[config.mk]
export PLATFORM = sky130hd
export DESIGN_NAME = pc_gen
export DESIGN_NICKNAME = d
export VERILOG_FILES = /design/src/rtl/pc_gen_pkg.sv /design/src/rtl/pc_gen_redir_arbiter.sv /design/src/rtl/pc_gen.sv
export SDC_FILE = /design/constraint.sdc
export NUM_CORES = 1
export LEC_CHECK = 0
export ABC_AREA = 1
export CORE_AREA = 2 2 145 147
export CTS_CLUSTER_DIAMETER = 100
export DETAILED_ROUTE_END_ITERATION = 16
export DIE_AREA = 0 0 147 149
export PLACE_DENSITY = 0.57
export SYNTH_ARGS = -nofsm -noshare
export SYNTH_HDL_FRONTEND = slang
export SYNTH_SLANG_ARGS = --single-unit
[constraint.sdc]
create_clock -name clk -period 3.91 [get_ports clk]
set_input_delay 0.782 -clock clk [delete_from_list [all_inputs] [get_ports clk]]
set_output_delay 0.782 -clock clk [all_outputs]
set_load 0.03 [all_outputs]
[src/rtl/pc_gen_pkg.sv]
// pc_gen_pkg -- shared definitions for the fetch PC generator.
//   * FSM state encodings (legacy localparam constants plus a matching enum)
//   * default reset fetch address
//   * redirect channel indices, in priority order (0 = highest)
package pc_gen_pkg;

   localparam logic [31:0] RESET_PC_DEFAULT = 32'hbfc00000;

   localparam logic [1:0] ST_IDLE = 2'd0;
   localparam logic [1:0] ST_REQ  = 2'd1;
   localparam logic [1:0] ST_WAIT = 2'd2;

   typedef enum logic [1:0] {
      PC_IDLE = ST_IDLE,
      PC_REQ  = ST_REQ,
      PC_WAIT = ST_WAIT
   } pc_state_e;

   localparam int EXCEPT        = 0;
   localparam int PRED_FAIL     = 1;
   localparam int JUMP_CONFLICT = 2;
   localparam int FLUSH_ALL     = 3;
   localparam int D_BRANCH      = 4;
   localparam int D_JUMP        = 5;
   localparam int SPARE         = 6;

endpackage

[src/rtl/pc_gen_redir_arbiter.sv]
// redir_arbiter -- fixed-priority select over the redirect channels.
//   req_valid  in  NUM_REDIR       per-channel request
//   req_target in  NUM_REDIR x 32  per-channel target
//   sel_valid  out 1               any channel requesting
//   sel_target out 32              target of the lowest-index requester
module redir_arbiter #(
   parameter int NUM_REDIR = 7
) (
   input  logic [NUM_REDIR-1:0]       req_valid,
   input  logic [NUM_REDIR-1:0][31:0] req_target,
   output logic                       sel_valid,
   output logic [31:0]                sel_target
);

   logic [NUM_REDIR-1:0] grant_s;

   // Isolate the lowest set bit (x & -x) so the grant is one-hot and the
   // target mux reduces to an AND-OR tree.
   assign grant_s   = req_valid & (~req_valid + NUM_REDIR'(1));
   assign sel_valid = |req_valid;

   // AND-OR mux of the granted channel's target.
   always_comb begin
      sel_target = 32'h0000_0000;
      for (int i = 0; i < NUM_REDIR; i++) begin
         sel_target = sel_target | (req_target[i] & {32{grant_s[i]}});
      end
   end

endmodule

[src/rtl/pc_gen.sv]
// pc_gen -- fetch program-counter generator.
// Issues one fetch request per group, advances the PC by the number of
// instructions returned (clamped to the cache line), and applies prioritised
// redirects. A redirect that overtakes an in-flight request marks that
// response for discard.
//   clk, rst               clock, synchronous active-high reset
//   redir_valid/target     redirect channels (index 0 highest priority)
//   fifo_full              blocks new requests only
//   inst_req/addr/max_cnt  request side; inst_addr_ok acknowledges
//   inst_data_ok/data_cnt  response side
//   fetch_valid/fetch_pc   accepted group forwarded to the fetch FIFO
//   pc_curr/pc_next        registered and next PC
//   redir_pending          in-flight response will be discarded
module pc_gen
   import pc_gen_pkg::*;
#(
   parameter int          FETCH_WIDTH = 2,
   parameter int          NUM_REDIR   = 7,
   parameter logic [31:0] RESET_PC    = RESET_PC_DEFAULT,
   parameter int          LINE_BYTES  = 32
) (
   input  logic                               clk,
   input  logic                               rst,
   input  logic [NUM_REDIR-1:0]               redir_valid,
   input  logic [NUM_REDIR-1:0][31:0]         redir_target,
   input  logic                               fifo_full,
   output logic                               inst_req,
   output logic [31:0]                        inst_addr,
   output logic [$clog2(FETCH_WIDTH+1)-1:0]   inst_max_cnt,
   input  logic                               inst_addr_ok,
   input  logic                               inst_data_ok,
   input  logic [$clog2(FETCH_WIDTH+1)-1:0]   inst_data_cnt,
   output logic                               fetch_valid,
   output logic [31:0]                        fetch_pc,
   output logic [31:0]                        pc_curr,
   output logic [31:0]                        pc_next,
   output logic                               redir_pending
);

   localparam int CW = $clog2(FETCH_WIDTH + 1);

   logic [1:0]    state_r;
   logic [1:0]    state_nxt_s;
   logic [31:0]   pc_curr_r;
   logic [31:0]   pc_adv_s;
   logic [31:0]   pc_next_s;
   logic          discard_r;
   logic          discard_nxt_s;
   logic          fetch_valid_s;
   logic          redir_any_s;
   logic [31:0]   redir_tgt_s;
   logic [31:0]   line_off_s;
   logic [31:0]   room_s;
   logic [CW-1:0] max_cnt_s;
   logic [CW-1:0] take_s;
   logic [31:0]   step_s;

   redir_arbiter #(
      .NUM_REDIR (NUM_REDIR)
   ) u_arb (
      .req_valid  (redir_valid),
      .req_target (redir_target),
      .sel_valid  (redir_any_s),
      .sel_target (redir_tgt_s)
   );

   // Slots left in the current line, computed by masking rather than slicing
   // so a 4-byte line still elaborates.
   assign line_off_s = pc_curr_r & 32'(LINE_BYTES - 1);
   assign room_s     = (32'(LINE_BYTES) - line_off_s) >> 2;

   // Clamp the line room to the fetch width.
   always_comb begin
      if (room_s < 32'(FETCH_WIDTH)) begin
         max_cnt_s = room_s[CW-1:0];
      end else begin
         max_cnt_s = CW'(FETCH_WIDTH);
      end
   end

   // Instructions actually consumed: never more than the line allows.
   always_comb begin
      if (inst_data_cnt < max_cnt_s) begin
         take_s = inst_data_cnt;
      end else begin
         take_s = max_cnt_s;
      end
   end

   assign step_s = {{(30 - CW){1'b0}}, take_s, 2'b00};

   // FSM transitions, discard tracking and response acceptance.
   always_comb begin
      state_nxt_s   = state_r;
      discard_nxt_s = discard_r;
      pc_adv_s      = pc_curr_r;
      fetch_valid_s = 1'b0;
      if (rst) begin
         state_nxt_s   = ST_IDLE;
         discard_nxt_s = 1'b0;
      end else begin
         case (state_r)
            ST_IDLE: begin
               if (!fifo_full) begin
                  state_nxt_s = ST_REQ;
               end else begin
                  state_nxt_s = ST_IDLE;
               end
            end
            ST_REQ: begin
               if (inst_addr_ok) begin
                  // The accepted request was for the old PC if a redirect
                  // lands in the same cycle.
                  state_nxt_s   = ST_WAIT;
                  discard_nxt_s = redir_any_s;
               end else begin
                  state_nxt_s = ST_REQ;
               end
            end
            ST_WAIT: begin
               if (inst_data_ok) begin
                  state_nxt_s   = fifo_full ? ST_IDLE : ST_REQ;
                  discard_nxt_s = 1'b0;
                  if (!discard_r && !redir_any_s && (take_s != '0)) begin
                     fetch_valid_s = 1'b1;
                     pc_adv_s      = pc_curr_r + step_s;
                  end else begin
                     fetch_valid_s = 1'b0;
                     pc_adv_s      = pc_curr_r;
                  end
               end else if (redir_any_s) begin
                  discard_nxt_s = 1'b1;
               end else begin
                  discard_nxt_s = discard_r;
               end
            end
            default: begin
               state_nxt_s   = ST_IDLE;
               discard_nxt_s = 1'b0;
            end
         endcase
      end
   end

   // Next-PC priority: reset, then redirect, then accepted response.
   always_comb begin
      if (rst) begin
         pc_next_s = RESET_PC;
      end else if (redir_any_s) begin
         pc_next_s = redir_tgt_s;
      end else begin
         pc_next_s = pc_adv_s;
      end
   end

   // State, PC and discard registers.
   always_ff @(posedge clk) begin
      if (rst) begin
         state_r   <= ST_IDLE;
         pc_curr_r <= RESET_PC;
         discard_r <= 1'b0;
      end else begin
         state_r   <= state_nxt_s;
         pc_curr_r <= pc_next_s;
         discard_r <= discard_nxt_s;
      end
   end

   assign inst_req      = (state_r == ST_REQ);
   assign inst_addr     = pc_curr_r;
   assign inst_max_cnt  = max_cnt_s;
   assign fetch_valid   = fetch_valid_s;
   assign fetch_pc      = pc_curr_r;
   assign pc_curr       = pc_curr_r;
   assign pc_next       = pc_next_s;
   assign redir_pending = discard_r;

endmodule

=== Yosys cells after proc, flatten, opt, wreduce, memory -nomap -nowiden ===
Cells that the tools add are included.

* Bitwise operators: 16
* $lt $le $gt $ge: 2
* Add/subtract/negate cells: 3
* Reductions and logical operators: 8
* Mux-type cells: 19
* Equality and inequality tests: 5

{| class="wikitable"
|+ Operator list
! kind !! count
|-
| $and 32x32->32 || 7
|-
| $or 32x32->32 || 6
|-
| $mux 32 || 5
|-
| $add 32x4->32 || 1
|-
| $lt 30x2->1 const B || 1
|-
| $mux 1 || 8
|-
| $mux 2 || 4
|-
| $add 7x1->7 const B || 1
|-
| $and 7x7->7 || 1
|-
| $not 7->7 || 1
|-
| $reduce_or 7->1 || 1
|-
| $sub 6x5->7 const A || 1
|-
| $pmux 2 s3 || 1
|-
| $ne 3x3->1 const B || 1
|-
| $pmux 1 s3 || 1
|-
| $reduce_and 3->1 || 1
|-
| $eq 2x1->1 const B || 1
|-
| $eq 2x2->1 const B || 1
|-
| $logic_and 1x1->1 || 2
|-
| $logic_not 1->1 || 2
|-
| $logic_not 2->1 || 1
|-
| $lt 2x2->1 || 1
|-
| $ne 2x1->1 const B || 1
|-
| $ne 2x2->1 const B || 1
|-
| other kinds (2) || 2
|}

* Word-level logic and storage cells: 56
* Register bits: 35
* Output and inout port bits: 133

=== Longest topological paths before layout ===
Gate-level depths: netlist of run 1.

* Depth in word-level cells: 12
* Mapped depth: 23
* Mapped depth without buffers: 23

=== Hierarchy ===
Synthesis of run 1 repeated with hierarchy kept, for this count alone.

* Cell total of the unflattened synthesis: 905
* Area total of the unflattened synthesis: 4,972.3 µm²

{| class="wikitable"
|+ Modules (own cells, without submodules)
! module !! cells an instance !! area an instance (µm²) !! times used !! sequential area each (µm²)
|-
| pc_gen || 482 || 2,934.1 || 1 || 700.7
|-
| redir_arbiter || 423 || 2,038.2 || 1 || 0.0
|}

=== Worst setup path after synthesis of run 1 ===
OpenSTA, ideal clock, no wires.

* Kind: flip-flop to output port
* Start: reg pc_curr_r[4], in the netlist fetch_pc[4]
* End: out pc_next[20]
* Arrival: 3.419 ns
* Path slack: -0.291 ns
* Stages on the path, launching flop included: 20
* Path buffers: 0
* Cell sequence: dfxtp_1 nand2_1 inv_1 nand2_1 ha_1 nand2_1 nand2_1 nand2_1 inv_1 ha_1 inv_1 fa_1 inv_1 nand3_1 nor2_1 and2_1 nand4_1 nor2_1 nor2_1 nor2_1

* Longest elaborated chain between the ends: 12
* Elaborated cells on any way between the ends: 13
* Classes of those cells: add/sub (2); order compare (2); mux (7); reduce/logical (2)

{| class="wikitable"
|+ RTL lines
! what !! line !! source
|-
| from (decl) || pc_gen.sv:44 || <nowiki>logic [31:0] pc_curr_r;</nowiki>
|-
| from (signal assigned) || pc_gen.sv:164 || <nowiki>pc_curr_r <= pc_next_s;</nowiki>
|-
| $sub 6x5->7 * || pc_gen.sv:70 || <nowiki>assign room_s = (32'(LINE_BYTES) - line_off_s) >> 2;</nowiki>
|-
| $lt 30x2->1 * || pc_gen.sv:74 || <nowiki>if (room_s < 32'(FETCH_WIDTH)) begin</nowiki>
|-
| $mux 2 * || pc_gen.sv:74 ||
|-
| named net inst_max_cnt[1] || pc_gen.sv:29 || <nowiki>output logic [$clog2(FETCH_WIDTH+1)-1:0] inst_max_cnt,</nowiki>
|-
| $lt 2x2->1 || pc_gen.sv:83 || <nowiki>if (inst_data_cnt < max_cnt_s) begin</nowiki>
|-
| $mux 2 * || pc_gen.sv:83 ||
|-
| branches (longest 2 deep; another with $add 32x4->32) || - ||
|-
| $mux 32 * || pc_gen.sv:124 || <nowiki>if (!discard_r && !redir_any_s && (take_s != '0)) begin</nowiki>
|-
| $mux 32 * || pc_gen.sv:121 || <nowiki>if (inst_data_ok) begin</nowiki>
|-
| $mux 32 * || pc_gen.sv:102 || <nowiki>case (state_r)</nowiki>
|-
| $mux 32 * || pc_gen.sv:149 || <nowiki>end else if (redir_any_s) begin</nowiki>
|-
| $mux 32 * || pc_gen.sv:147 || <nowiki>if (rst) begin</nowiki>
|-
| to (decl) || pc_gen.sv:36 || <nowiki>output logic [31:0] pc_next,</nowiki>
|}

Mark *: on every way through the listed nets, which the timed path passes.

=== Worst setup path after layout of run 1 ===
* Start: in inst_data_cnt[1]
* End: reg pc_curr_r[28], in the netlist fetch_pc[28]

* Longest elaborated chain between the ends: 9
* Elaborated cells on any way between the ends: 10
* Classes of those cells: add/sub (1); order compare (1); mux (6); reduce/logical (2)

{| class="wikitable"
|+ RTL lines
! what !! line !! source
|-
| from (decl) || pc_gen.sv:32 || <nowiki>input logic [$clog2(FETCH_WIDTH+1)-1:0] inst_data_cnt,</nowiki>
|-
| $lt 2x2->1 || pc_gen.sv:83 ||
|-
| $mux 2 * || pc_gen.sv:83 ||
|-
| branches (longest 2 deep; another with $add 32x4->32) || - ||
|-
| $mux 32 * || pc_gen.sv:124 ||
|-
| $mux 32 * || pc_gen.sv:121 ||
|-
| $mux 32 * || pc_gen.sv:102 ||
|-
| $mux 32 * || pc_gen.sv:149 ||
|-
| $mux 32 * || pc_gen.sv:147 ||
|}

Mark *: on every way between the ends.
A chain may end at the register's enable or synchronous reset.

==> out/metrics.cfg, run 1 <==
[synth]
synth.most_common_cell = nand2_1
yosys_warnings = 0
synthArstFlopShare = 0
ys_types = 40
synth_area_leaders = nand2_1, dfxtp_1, buf_4
synth-seq-area-share = 0.159
syn_inst = 772
synth_top_flop_cell = dfxtp_1
synth_fp_nets = 1019
synth_area_um2 = 4390
yosys.area_share.adder = 0.0273
yosysTopAreaCell = nand2_1
synth_top_family_by_area = simple AND/OR/NAND/NOR gates
synthMuxAreaShare = 0
synth-seq-cells = 35
synth_simple_gate_area_frac = 0.414
synth-edff-count = 0
avgSynthCellArea_um2 = 5.69
synth-compound-area-share = 0.178
yosysTopAreaCellShare = 0.190
synth_xor_area_frac = 0.00199
synth_common_cells = nand2_1, nand3_1, inv_1

[placement]
gp_congestion = 0.870
pre_cts_ws_ns = -0.507
dp_hpwl_mm = 20.0
placed_area_um2 = 8360
io_buffers = 370

[setup_path]
cp-start-kind = primary input
cp_common_cell = buf_4
slowest_delay_ns = 0.35
cpMaxStageDelayCell = fa_2
end_kind = flop
critPathRequiredTime_ns = 4.14
crit_fanout = 3
worstSetupPathType = primary input to flop
worstPathArrival_ns = 4.14

[clock_tree]
cts_buffers = 5
cts_root_buffer = clkbuf_16
clk_latency_ns = 0.28
numClockSinks = 35
htreeDepth = 2
cts_buffer_depth = 2
clk_pin_slew_worst_paths_ns = 0.06
cts_tree = done

[route]
num_vias = 6413
dr.pass1.iters = 5
wirelength_mm = 24.2
ant_nets = 0
vias_per_cell = 4.59
drc = 0
drtIter0Drc = 292
wl_per_cell_um = 17.3

[flow_run]
max_cap_viol_count = 0

[outcome]
status = finished, violations left
violations = setup timing

[power_and_ir_drop]
max-vdd-ir-drop_uv = 144
powerDensity_nw_per_um2 = 211
fin_total_pwr_mw = 1.88
leakagePower_nw = 3.80

[timing]
period_minus_slack_ns = 3.92
tightest_slew_ns = 0.552
fmax_ghz = 0.255
period_share = 1.00
setup_tns_ns = -0.00589
hold_violations = 0
grt_setup_unrepaired = yes
fin_skew_ns = 0.00530
relSlewSlack = 0.631
setup_viol = 1
finalMaxSlewViolations = 0
fin_ws_ns = -0.00589

[floorplan]
die_y_um = 149
start_util = 0.214
io_pins = 371
std_cell_rows = 53
dieArea_um2 = 21900
die_w_um = 147
coreArea_um2 = 20600

[global_route]
grt_pass1_vias = 6338
overflow = 0
antenna_found_initial = 0
grt_use_total = 0.211
grt_pass1_wl_mm = 35.7
grt_start_max_net_pins = 30

[layout]
multi_input_area_um2 = 2930
fin_util = 0.434
fin_nets = 1366
drive_above_1_share = 0.161
seqCellArea_um2 = 707
syn_to_final_growth_pct = 103
n_fill_cell = 2137
design_area_um2 = 8920

[worst_hold_path]
hold_class = flop to flop

==> sequential cells by signal, indices dropped and copies added (netlist names) <==
register       count
redir_pending      1
fetch_pc          32
state_r            2
==> metrics by stage <==
stage	hold slack [ns]	cells
final	0.544	1396
after detailed placement	0.535	1363
after floorplan	0.499	772
after global routing	0.571	1395
after CTS	0.546	1393
after global placement	0.526	1363
==> timing repair <==
| action | 4_1_cts | 5_1_grt |
|---|---|---|
| setup buffers | 22 | 3 |
| hold buffers | 0 | 0 |
| setup endpoints to repair | 24 | 30 |
| gates resized for setup | 46 | 29 |
| pin swaps | 20 | 23 |
==> critical path, delay by kind of cell <==
family | cells | cell delay (ns)
simple gates | 10 | 0.76
fa+ha+maj | 3 | 0.72
buf+inv | 17 | 1.87
==> placed cells by master (no fill, tap or decap), drive strengths merged, types with 20 or more instances in the layout <==
cell type,count
o21ai,28
nand2,227
buf,100
nand4,20
clkdlybuf4s50,334
nor2,46
inv,88
dfxtp,35
a21oi,56
nand3,89
==> cell type report <==
cell class                      instances  area share
Inverter                               88      0.0376
Antenna cell                            1    0.000280
Tap cell                              275      0.0386
Sequential cell                        35      0.0792
Timing Repair Buffer                  436       0.498
Clock buffer                            8      0.0175
Multi-Input combinational cell        553       0.329
==> report_power, final <==
group	leakage [nW]	switching, mW	internal, mW
registers	0.292	0.0500	0.386
clock network	0.0772	0.163	0.272
logic	3.43	0.493	0.518
total	3.80	0.706	1.18
==> routing by layer <==
layer,routed length [µm],vias up,track usage
li1,-,3186,-
met4,550,0,0.0534
met3,1450,34,0.0367
met5,0,-,0
met1,10400,2937,0.269
met2,11800,256,0.371
==> worst paths after layout <==
check,cells past startpoint,to,startpoint,slack [ns]
hold / removal,2,state_r[1]$_SDFFE_PP0N_,state_r[1]$_SDFFE_PP0N_,0.54
hold reg to reg,2,state_r[1]$_SDFFE_PP0N_,state_r[1]$_SDFFE_PP0N_,0.54
setup / recovery,30,fetch_pc[28]$_SDFF_PP1_,inst_data_cnt[1],-0.006
setup reg to reg,34,fetch_pc[28]$_SDFF_PP1_,fetch_pc[1]$_SDFF_PP0_,0.02
==> logic make-up (layout without fill, tap and decap cells) <==
logic type | after synthesis | count (layout)
other | 0 | 1
buffers and inverters | 184 | 532
adder cells (fa/ha/maj) | 9 | 9
AO/OA/AOI/OAI | 130 | 130
AND/OR/NAND/NOR | 413 | 413
flip-flops | 35 | 35
XOR/XNOR | 1 | 1
No activity file was read; power rests on OpenSTA's default activity.
==> run 2, diff against run 1 <==
Settings changed: CORE_AREA 2 2 145 147 to 2 2 146 148, DIE_AREA 0 0 147 149 to 0 0 148 150, PLACE_DENSITY 0.57 to 0.59, SYNTH_HIERARCHICAL set to 1.
==> run 2 against run 1 <==
  * The run now ends clean
  * Final area rose by 3.7%
  * First-iteration DRC count rose by 10%
  * Core utilization grew 1.3 points
  * Clock power down 11%
  * Worst hold slack worse by 0.060 ns
  * Synthesized area rose by 13%
  * Cell count is 8.5% higher
  * Wire length increased by 0.69%
  * Critical endpoint is now pc_next[30]
==> out/metrics.cfg, run 2 <==
[timing]
period_share = 0.980
hold_violations = 0
period_minus_slack_ns = 3.83
fin_skew_ns = 0.00419
relSlewSlack = 0.651
tightest_slew_ns = 0.519
grt_setup_unrepaired = yes
fmax_ghz = 0.261
setup_viol = 0
holdWs_ns = 0.484
fin_ws_ns = 0.0796
finalMaxSlewViolations = 0

[synth]
yosysTopAreaCellShare = 0.157
synth_area_leaders = nand3_1, dfxtp_1, nand2_1
avgSynthCellArea_um2 = 5.49
synth_common_cells = nand2_1, nand3_1, nor2_1
yosysTopAreaCell = nand3_1
synth-seq-area-share = 0.141
synth_area_um2 = 4970
synth-seq-cells = 35
syn_inst = 905
synth.most_common_cell = nand2_1
synthArstFlopShare = 0
synth_fp_nets = 1152
synth_top_flop_cell = dfxtp_1
synth-edff-count = 0
ys_types = 36
yosys_warnings = 6

[global_route]
grt_pass1_vias = 6761
grt_use_total = 0.209
overflow = 0
grt_pass1_wl_mm = 36.5
grt_start_max_net_pins = 63
antenna_found_initial = 0

[worst_hold_path]
whs_endpoint = redir_pending$_SDFFE_PP0P_
min_path_cells = 2
hp-start = redir_pending$_SDFFE_PP0P_
hold_class = flop to flop

[power_and_ir_drop]
powerDensity_nw_per_um2 = 204
leakagePower_nw = 4.04
max-vdd-ir-drop_uv = 161

[setup_path]
worstSetupPathType = primary input to output port
worstReg2RegStart = fetch_pc[1]$_SDFF_PP0_
rr_worst_depth = 34
worstPathArrival_ns = 3.05
r2r_slack_ns = 0.15
crit_chain = buf_4 > ha_4 > nand2_2 > nand2_2 > nand2_2 > inv_2 > ha_4 > inv_2 > fa_2 > inv_2 > nand2_2 > nor2_4 > nand2_2 > nor2_4 > nand4_1 > o21ai_1 > nand3_1 > nand2_2 > inv_2 > buf_12
end_kind = output port
worstReg2RegEnd = fetch_pc[30]$_SDFF_PP0_
critPathBufInv = 6
critPathRequiredTime_ns = 3.13
slowest_delay_ns = 0.35
cp-start-kind = primary input
crit_family = simple AND/OR/NAND/NOR gates
cpMaxStageDelayCell = fa_2
cp_common_cell = nand2_2
crit_fanout = 3

[clock_tree]
clk_latency_ns = 0.28
cts_tree = done
cts_buffer_depth = 2
cts_root_buffer = clkbuf_16
htreeDepth = 2
numClockSinks = 35
cts_buffers = 5
holdBufCountCts = 0
clk_pin_slew_worst_paths_ns = 0.06

[floorplan]
io_pins = 371
coreArea_um2 = 20700
die_y_um = 150
die_w_um = 148
dieArea_um2 = 22200
std_cell_rows = 53
start_util = 0.240

[route]
vias_per_cell = 4.62
drtIter0Drc = 322
num_vias = 6997
wl_per_cell_um = 16.1
dr.pass1.iters = 5
wirelength_mm = 24.4
drc = 0
ant_nets = 0

[placement]
dp_hpwl_mm = 20.1
placed_area_um2 = 8840
io_buffers = 370
numPlacedInstances = 1490
pre_cts_ws_ns = -0.584
gp_congestion = 0.880

[flow_run]
max_cap_viol_count = 0

[layout]
n_fill_cell = 2244
fin_util = 0.447
final_cell_mix = clkdlybuf4s50_1, nand2_1, nand3_1, nor2_1, inv_1
fin_nets = 1486
design_area_um2 = 9250
final_cell_count_no_fill = 1515
final_common_cell = clkdlybuf4s50_1
largest_reg_flops = 32
syn_to_final_growth_pct = 86.1
drive_above_1_share = 0.143
antenna_cells = 0

[outcome]
status = finished clean

## run 2: cell types whose count changed after synthesis, sizes merged, moves of 19 or more
cell   change
a21oi     -30
buf       +19
inv       +21
nand2     -47
nand3     +68
nand4     +34
nor2     +106
## run 2: power breakdown
part / internal, mW / switching (mW)
clock network: 0.235 / 0.150
logic: 0.528 / 0.541
registers: 0.387 / 0.0459
total: 1.15 / 0.737
## run 2: worst max path at each step
stage	to	cells past startpoint	slack, ns	startpoint
CTS	pc_next[28]	25	-0.04	fetch_pc[0]$_SDFF_PP0_
finish	pc_next[30]	20	0.08	inst_data_cnt[1]
detailed placement	pc_next[28]	21	-0.58	inst_data_cnt[1]
global placement	pc_next[24]	20	-0.52	inst_data_cnt[1]
floorplan	pc_next[24]	21	0.03	fetch_pc[4]$_SDFF_PP0_
global route	pc_next[30]	24	-0.12	fetch_pc[1]$_SDFF_PP0_
## run 2: logic make-up after synthesis
kind of cell | synth area share
AND/OR/NAND/NOR | 0.533
AO/OA/AOI/OAI | 0.0687
adder cells (fa/ha/maj) | 0.0242
buffers and inverters | 0.234
flip-flops | 0.141
## run 2: final cells by class
cell class	count	area [µm²]	area share
flip-flops and latches	35	707	0.0764
clock inverters	1	5.00	0.000541
clock buffers	7	133	0.0143
multi-input cells	647	3260	0.353
repair buffers	441	4390	0.475
inverters	109	409	0.0442
well taps	275	344	0.0372
## run 2: metrics by stage
step                setup TNS, ns  power (mW)
CTS                       -0.0591        1.90
global route               -0.417        1.99
finish                          0        1.89
floorplan                       0       0.951
detailed placement          -5.34        1.49
global placement            -4.49        1.49
## run 2: metal layers
layer / wire length [µm] / GRT usage
met5: 0 / 0
met4: 314 / 0.0390
met3: 1620 / 0.0268
met2: 12600 / 0.397
met1: 9810 / 0.252
## run 2: repair_timing
action                     4_1_cts  5_1_grt
setup buffers                   16        1
pin swaps                       19       18
hold endpoints to repair         0        0
setup endpoints to repair       24       29
gates resized for setup         40       19
## run 2: worst min-delay path: cells and delay by family (launching register included)
| kind | cells | cell delay [ns] |
|---|---|---|
| compound gates | 1 | 0.06 |
| flops | 1 | 0.31 |
| buf+inv | 1 | 0.07 |
